==> src/rtl/uart_rx_fifo.sv <==
// uart_rx_fifo: receive-side byte buffer placed after uart_rx.
// Each rising edge of wr_valid pushes wr_data into a circular FIFO. The consumer
// reads through a first-word-fall-through ready/valid port.
//
// Ports:
//   clk           system clock (same domain as uart_rx)
//   reset         synchronous active-low reset
//   wr_data       byte from uart_rx.rx_buf
//   wr_valid      uart_rx.valid; level or pulse, edge-detected here
//   rd_data       head-of-FIFO byte, 8'h00 when empty
//   rd_valid      FIFO non-empty
//   rd_ready      consumer accepts rd_data this cycle
//   count         occupancy, 0..DEPTH
//   full / empty  decoded from the registered count
//   overflow      sticky: a byte was dropped while full
//   overflow_clr  clears overflow (a same-cycle drop wins)
module uart_rx_fifo #(
  parameter int unsigned DEPTH_LOG2 = 4
) (
  input  logic                  clk,
  input  logic                  reset,
  input  logic [7:0]            wr_data,
  input  logic                  wr_valid,
  output logic [7:0]            rd_data,
  output logic                  rd_valid,
  input  logic                  rd_ready,
  output logic [DEPTH_LOG2:0]   count,
  output logic                  full,
  output logic                  empty,
  output logic                  overflow,
  input  logic                  overflow_clr
);

  localparam int unsigned Depth = 1 << DEPTH_LOG2;
  localparam logic [DEPTH_LOG2:0]   CountDepth = (DEPTH_LOG2 + 1)'(Depth);
  localparam logic [DEPTH_LOG2:0]   CountOne   = (DEPTH_LOG2 + 1)'(1);
  localparam logic [DEPTH_LOG2-1:0] PtrOne     = DEPTH_LOG2'(1);

  logic [7:0]            mem_q [Depth];
  logic [DEPTH_LOG2-1:0] wr_ptr_q;
  logic [DEPTH_LOG2-1:0] rd_ptr_q;
  logic [DEPTH_LOG2:0]   count_q;
  logic [DEPTH_LOG2:0]   count_d;
  logic                  overflow_q;
  logic                  wr_valid_q;

  logic wr_stb;
  logic push;
  logic pop;
  logic drop;

  assign empty    = (count_q == '0);
  assign full     = (count_q == CountDepth);
  assign rd_valid = ~empty;
  assign count    = count_q;
  assign overflow = overflow_q;
  assign rd_data  = empty ? 8'h00 : mem_q[rd_ptr_q];

  assign wr_stb = wr_valid & ~wr_valid_q;
  assign pop    = rd_valid & rd_ready;
  // A pop in the same cycle frees the slot, so a full FIFO can still accept.
  assign push   = wr_stb & (~full | pop);
  assign drop   = wr_stb & full & ~pop;

  always_comb begin
    count_d = count_q;
    case ({push, pop})
      2'b10:   count_d = count_q + CountOne;
      2'b01:   count_d = count_q - CountOne;
      default: count_d = count_q;
    endcase
  end

  always_ff @(posedge clk) begin
    if (!reset) begin
      wr_valid_q <= 1'b0;
      wr_ptr_q   <= '0;
      rd_ptr_q   <= '0;
      count_q    <= '0;
      overflow_q <= 1'b0;
    end else begin
      wr_valid_q <= wr_valid;
      count_q    <= count_d;
      if (push) wr_ptr_q <= wr_ptr_q + PtrOne;
      if (pop)  rd_ptr_q <= rd_ptr_q + PtrOne;
      // Set has priority over clear.
      if (drop) begin
        overflow_q <= 1'b1;
      end else if (overflow_clr) begin
        overflow_q <= 1'b0;
      end
    end
  end

  // Storage is deliberately not reset; pointers and count define validity.
  always_ff @(posedge clk) begin
    if (reset && push) begin
      mem_q[wr_ptr_q] <= wr_data;
    end
  end

endmodule

==> config.mk <==
export PLATFORM = sky130hd
export DESIGN_NAME = uart_rx_fifo
export DESIGN_NICKNAME = d
export VERILOG_FILES = /design/src/rtl/uart_rx_fifo.sv
export SDC_FILE = /design/constraint.sdc
export NUM_CORES = 1
export LEC_CHECK = 0
export ABC_AREA = 1
export CAP_MARGIN = 20
export CORE_UTILIZATION = 54
export DETAILED_ROUTE_END_ITERATION = 7
export PLACE_DENSITY = 0.86
export SKIP_LAST_GASP = 1
export SLEW_MARGIN = 5
export SYNTH_ARGS = -nofsm -noshare
export SYNTH_HDL_FRONTEND = slang
export SYNTH_SLANG_ARGS = --single-unit
export TNS_END_PERCENT = 1
==> constraint.sdc <==
create_clock -name clk -period 1.57 [get_ports clk]
set_input_delay 0.314 -clock clk [delete_from_list [all_inputs] [get_ports clk]]
set_output_delay 0.314 -clock clk [all_outputs]
set_load 0.005 [all_outputs]
==> impl_metrics.json <==
{
  "cp.required_ps": 1260,
  "tritoncts": "yes",
  "drive_above_1_share_pct": 29.9,
  "ys_seq_area_share_pct": 69.8,
  "postSynthCellCount": 498,
  "grt_overflow": 0,
  "endpoint_kind": "primary output",
  "fin_util_pct": 75.6,
  "synth.distinct_cells": 36,
  "row_count": 38,
  "place_congestion": 0.924,
  "cts_hold_buffers": 0,
  "place_ws_ps": -595,
  "violations": "negative setup slack",
  "post-route-period-util_pct": 160,
  "vias": 4933,
  "ir_drop_mv": 0.889,
  "mappedNetlistArea_sq_mm": 0.00605,
  "p_leak_nw": 2.97,
  "drt-total-wl_um": 18500,
  "die_h_um": 108,
  "use_met1_pct": 39.0,
  "hp-class": "input port to flip-flop",
  "rsz0062_at_grt": "yes",
  "multi_input_area_sq_mm": 0.00182,
  "wl_per_cell_um": 24.2,
  "die_w_um": 108,
  "postSynthAreaPerCell_sq_um": 12.1,
  "syn_to_final_growth_pct": 36.1,
  "crit_type": "flip-flop to primary output",
  "initial_core_util_pct": 55.6,
  "setup_viol": 150,
  "gr-usage-met2_pct": 56.5,
  "timing.fmax_mhz": 399,
  "hold_viol_final": 0,
  "relSlewSlack_pct": 57.8,
  "holdWs_ps": 406,
  "port-buffer-count": 29,
  "grt_busiest_layer": "met2",
  "ys_seq_elements": 147,
  "cts_made_buffers": 17,
  "clk_latency_ps": 550,
  "cp_data_arrival_time_ps": 2190,
  "min_period_ps": 2500,
  "maxCapViolCount": 0,
  "htreeDepth": 4,
  "core_sq_mm": 0.0109,
  "detailed_place_hpwl_um": 10500,
  "cts_sinks": 147,
  "path_max_fanout": 7,
  "final_cell_mix": "128 x edfxtp_1, 76 x nor2_1, 55 x buf_4",
  "clk_pin_slew_ps": 60,
  "met3_usage_pct": 9.99,
  "dr.first_iter.drc_count": 825,
  "finalWorstSetupSlack_ps": -934,
  "clock_skew_ps": 12.7,
  "viasPerCell": 6.47,
  "slew_viol_final": 0,
  "dr.pass1.iters": 6,
  "startpoint_type": "flip-flop",
  "finalPower_w": 0.0130,
  "fin_tns_setup_ps": -24930,
  "status": "complete, but fails checks",
  "fillers": 594,
  "ys.warnings.count": 0,
  "nNetsFinal": 628,
  "tightest_slew_ps": 631,
  "drcViolationCount": 0,
  "grtUsageTotal_pct": 34.5,
  "die-area_sq_mm": 0.0116,
  "grt_pass1_vias": 4966,
  "cts-root-buf": "clkbuf_8",
  "grt_max_degree": 24,
  "ant_nets": 0,
  "power.density_mw_per_mm2": 1570,
  "pin_count": 30,
  "grt_pass1_wl_um": 28200,
  "cts_buffer_depth": 2,
  "regArea_sq_mm": 0.00423,
  "antenna_found_initial": 1,
  "final_common_cell": "edfxtp_1",
  "synth.net_count": 517
}
[stage by stage]
stage | std cells | cell area [sq um]
floorplan | 498 | 6210
global placement | 718 | 7400
detailed placement | 718 | 7400
CTS | 762 | 8230
global route | 762 | 8230
finish | 763 | 8240
[critical path, cell delays in order, from the launching register on]
cell      delay [ps]
dfxtp_4          420
buf_12           130
buf_8            120
buf_12           120
o21ai_2           70
o221ai_2         240
nand3_2          170
a21oi_2          210
buf_2            170
[worst paths after layout]
path,startpoint,end,slack [ps],depth (start not counted)
max,flip-flop,rd_data[2],-930,8
max reg2reg,count[4],count[4],-260,15
min reg2reg,overflow,overflow,480,2
min,overflow_clr,overflow,410,4
[cells by family (layout without fill, tap and decap cells)]
kind of cell | Yosys count | after routing | synth area share [%]
buffers and inverters | 56 | 180 | 3.87
AND/OR/NAND/NOR | 159 | 159 | 11.7
XOR/XNOR | 3 | 3 | 0.559
adder cells (fa/ha/maj) | 6 | 6 | 1.24
flip-flops | 147 | 147 | 69.8
AO/OA/AOI/OAI | 127 | 127 | 12.8
other | 0 | 1 | 0
[cells in the mapped netlist]
cell / count / area [sq um]
nand4_1: 4 / 25.0
a31o_1: 1 / 8.76
clkinv_4: 1 / 8.76
buf_2: 11 / 55.1
clkbuf_1: 11 / 41.3
inv_4: 1 / 6.26
inv_1: 26 / 97.6
a21oi_1: 16 / 80.1
o21a_1: 1 / 7.51
dfxtp_1: 19 / 380
nand3_1: 24 / 120
a21oi_2: 1 / 8.76
edfxtp_1: 128 / 3840
nand3_2: 1 / 10.0
or2_1: 1 / 6.26
inv_2: 3 / 11.3
nand2_2: 6 / 37.5
nor2_2: 2 / 12.5
nor2_4: 2 / 22.5
nand3_4: 2 / 35.0
o21bai_1: 1 / 7.51
nor2_1: 92 / 345
a211oi_2: 1 / 12.5
clkbuf_2: 2 / 10.0
o221ai_1: 26 / 228
o22ai_1: 6 / 37.5
o21ai_0: 70 / 350
xnor2_1: 1 / 8.76
o21ai_1: 2 / 10.0
ha_1: 6 / 75.1
clkinv_1: 1 / 3.75
xor2_1: 1 / 8.76
xnor2_2: 1 / 16.3
o211ai_1: 1 / 7.51
nand2_1: 25 / 93.8
a21oi_4: 1 / 16.3
[sequential cells by signal, indices dropped and copies added, names as in the netlist, named ones only]
signal,flops
count,5
mem_q,128
overflow,1
rd_ptr_q,4
wr_ptr_q,4
wr_valid_q,1
[per-layer routing]
layer	share of wire [%]	vias up	wire length (um)
li1	-	2042	-
met1	33	2308	6010
met2	48	466	8880
met3	13	117	2330
met4	6.8	0	1260
met5	0	-	0
[cell type report]
class / instances / area share [%]
timing repair buffer: 116 / 15.8
antenna: 1 / 0.0304
inverter: 32 / 1.58
clock buffer: 19 / 5.12
clock inverter: 13 / 1.91
sequential: 147 / 51.4
multi-input combinational: 295 / 22.1
tap: 140 / 2.13
[what timing repair did]
item / in CTS / in global routing
endpoints found under the setup margin: 150 / 155
pin swaps: 28 / 3
gates resized for setup: 79 / 2
cloned: 4 / 0
buffers inserted: 8 / 0
[report_power, final]
part           switching [W]  total, W  internal [W]
registers           0.000133   0.00451       0.00438
clock network        0.00162   0.00404       0.00242
logic                0.00236   0.00442       0.00206
Power figures use the tool's default switching activity.
==> RTL change (config.mk and constraints unchanged) <==
The parameter `DEPTH_LOG2` goes from 4 to 5.
--- a/src/rtl/uart_rx_fifo.sv
+++ b/src/rtl/uart_rx_fifo.sv
@@ -16,5 +16,5 @@
 //   overflow_clr  clears overflow (a same-cycle drop wins)
 module uart_rx_fifo #(
-  parameter int unsigned DEPTH_LOG2 = 4
+  parameter int unsigned DEPTH_LOG2 = 5
 ) (
   input  logic                  clk,
Interface: changed (resized count); port bits go from 30 to 31. The function was not compared with the original's and may differ.
==> RTL change against the unedited design <==
The run still ends with negative setup slack left. Worst setup slack lost 0.33 ns. Wire length grew 90%. Total power grew 61%. Sequential power grew 84%. Final area grew 78%. Synthesized cell count grew 84%. Via count grew 82%. Sequential cell count grew 132. Area after synthesis grew 87%. Largest cell class unchanged. Highest routed layer unchanged.
==> RTL change: results (changes against the unedited design) <==
Global routing
The overall global routing resource usage is 31.4% (-3.1 points). The pin count of the biggest net entering global routing is 33 (+38%). The wire length of the first global-routing pass is 50800 um (+80%).

The via count of the first global-routing pass was 8731 (+76%). The initial antenna violation count is 0 (-1).

STA
The number of failing setup endpoints in the final timing report is 288 (+92%). The slack of the critical path was -1.27 ns (-0.334 ns). The worst hold margin is 0.376 ns (-0.0297 ns). The post-route clock skew was 0.0113 ns (-0.00139 ns). The transition time at the pin with the least slew margin is 0.696 ns (+0.0648 ns).

Worst setup path
In this design, the largest share of critical-path delay is due to buffers and inverters. The largest fanout on the critical path is 9 (+2). The delay contributed by the slowest stage of the critical path came to 0.37 ns (-0.05 ns).

The arrival time at the worst endpoint is 2.52 ns (+0.33 ns). The largest individual stage delay along the critical path comes from the cell dfxtp_4. The internal reg-to-reg setup slack was -0.33 ns (-0.07 ns).

Finish
The flip-flop count of the largest register after layout is 256 (+100%). The fraction of layout instances using a drive strength above 1 is 28.9% (-0.95 points). The layout filler cell count is 1118 (+88%). The number of nets in the final layout was 1056 (+68%). The antenna diode count is 0 (-1).

Place
The post-place setup slack came to -0.995 ns (-0.400 ns). The placed instance area is 0.0129 mm^2 (+75%). The detailed placer's ending HPWL is 18300 um (+74%). The count of port buffers added during placement was 30 (+3.4%). The final weighted congestion in routability-driven placement is 0.875 (-5.2%).

Synthesis
The count of flip-flops with a built-in enable after synthesis is 256 (+100%). By count the netlist is led by 256 x edfxtp_1, 198 x nor2_1, 150 x o21ai_0. Sorting the synthesized cells by area gives the leading types as edfxtp_1 68%, o21ai_0 6.6%, nor2_1 6.6%. The synthesized netlist net count was 934 (+81%). The total number of yosys warnings is 0 (unchanged). The post-synthesis cell type count is 37 (+2.8%).

The fraction of the yosys area taken by sequential cells was 72.0% (+2.1 points).

Power
The reported leakage power is 4.98 nW (+68%). The peak supply drop was 770 uV (-13%).

CTS
The clock slew seen by the registers of the worst setup and hold paths is 0.07 ns. The cell sitting at the root of the clock tree is a clkbuf_16. The number of buffers between clock root and the deepest sink is 3 (+1). The H-tree depth is 1 (-3). The clock network latency to the later pin of the worst-skew pair came to 0.53 ns (-0.02 ns). The number of clock buffers inserted by TritonCTS is 27 (+10).

Status
The run finished, with violations left. The final reports fail on negative setup slack.

Routing
The detailed-route vias per instance came to 6.77 (+4.7%). The average wire per standard cell came to 26.4 um (+9.0%). The DRC violation total after the first TritonRoute iteration came to 1463 (+77%).

The number of detailed-route iterations in the first pass is 7 (+1).

Min path
The tightest min-delay check is of the in2reg type.
==> RTL change: cell count changes after synthesis, sizes merged, moves of 11 or more <==
cell | unedited run | this run
o21ai | 72 | 153
nor2 | 96 | 204
o22ai | 6 | 23
nand2 | 31 | 42
edfxtp | 128 | 256
o221ai | 26 | 41
buf | 11 | 22
clkbuf | 13 | 33
nand3 | 27 | 42
==> RTL change: cell type report <==
class	instances	area [um^2]	share of cell area, %
clock buffers	28	679	4.64
clock inverters	21	245	1.67
inverters	32	130	0.888
multi-input cells	549	3430	23.4
flip-flops and latches	279	8160	55.7
well taps	270	338	2.31
repair buffers	148	1670	11.4
==> RTL change: final timing paths <==
check,startpoint,to,cells after the start
max,flop,rd_data[1],11
min,wr_valid,wr_valid_q$_SDFF_PN0_,3
max reg2reg,count[0]$_SDFFE_PN0P_,count[2]$_SDFFE_PN0P_,13
min reg2reg,overflow$_SDFFE_PN0P_,overflow$_SDFFE_PN0P_,2
==> RTL change: logic make-up (layout without fill, tap and decap cells) <==
| group | after synthesis | count (layout) | share of synthesized area (%) |
|---|---|---|---|
| and+or+nand+nor | 302 | 302 | 11.5 |
| DFF | 279 | 279 | 72.0 |
| AOI/OAI and AO/OA | 240 | 240 | 12.4 |
| buffers and inverters | 87 | 229 | 3.43 |
| adders and majority gates | 6 | 6 | 0.663 |
| xor gates and xnor gates | 1 | 1 | 0.0774 |
==> RTL change: worst min-delay path: stages <==
cell	delay, ns
clkdlybuf4s50_1	0.44
nand2_1	0.08
inv_1	0.03
==> RTL change: power breakdown <==
group	switching (W)	total [W]	internal (W)
combinational	0.00323	0.00568	0.00245
clock	0.00288	0.00687	0.00398
sequential	0.000101	0.00832	0.00821
total	0.00622	0.0209	0.0146
==> RTL change: per-stage QoR <==
stage | setup TNS (ns) | cells
detailed placement | -205.83 | 1249
finish | -76.73 | 1327
global placement | -194.64 | 1249
CTS | -70.75 | 1329
global route | -96.46 | 1327
floorplan | -71.05 | 915
==> RTL change: what timing repair did <==
action,in CTS,in global routing
resized for setup,155,47
gates cloned,6,0
setup buffers,26,0
endpoints found under the hold margin,0,0
pin swaps,72,41
endpoints found under the setup margin,284,292
hold buffers,0,0
==> RTL change: layer usage <==
| metal | up-vias | share of wire [%] | GRT usage, % |
|---|---|---|---|
| li1 | 3638 | - | - |
| met1 | 4275 | 33 | 38.7 |
| met2 | 858 | 49 | 54.1 |
| met3 | 213 | 12 | 5.31 |
| met4 | 0 | 5.6 | 14.7 |
| met5 | - | 0 | 0 |
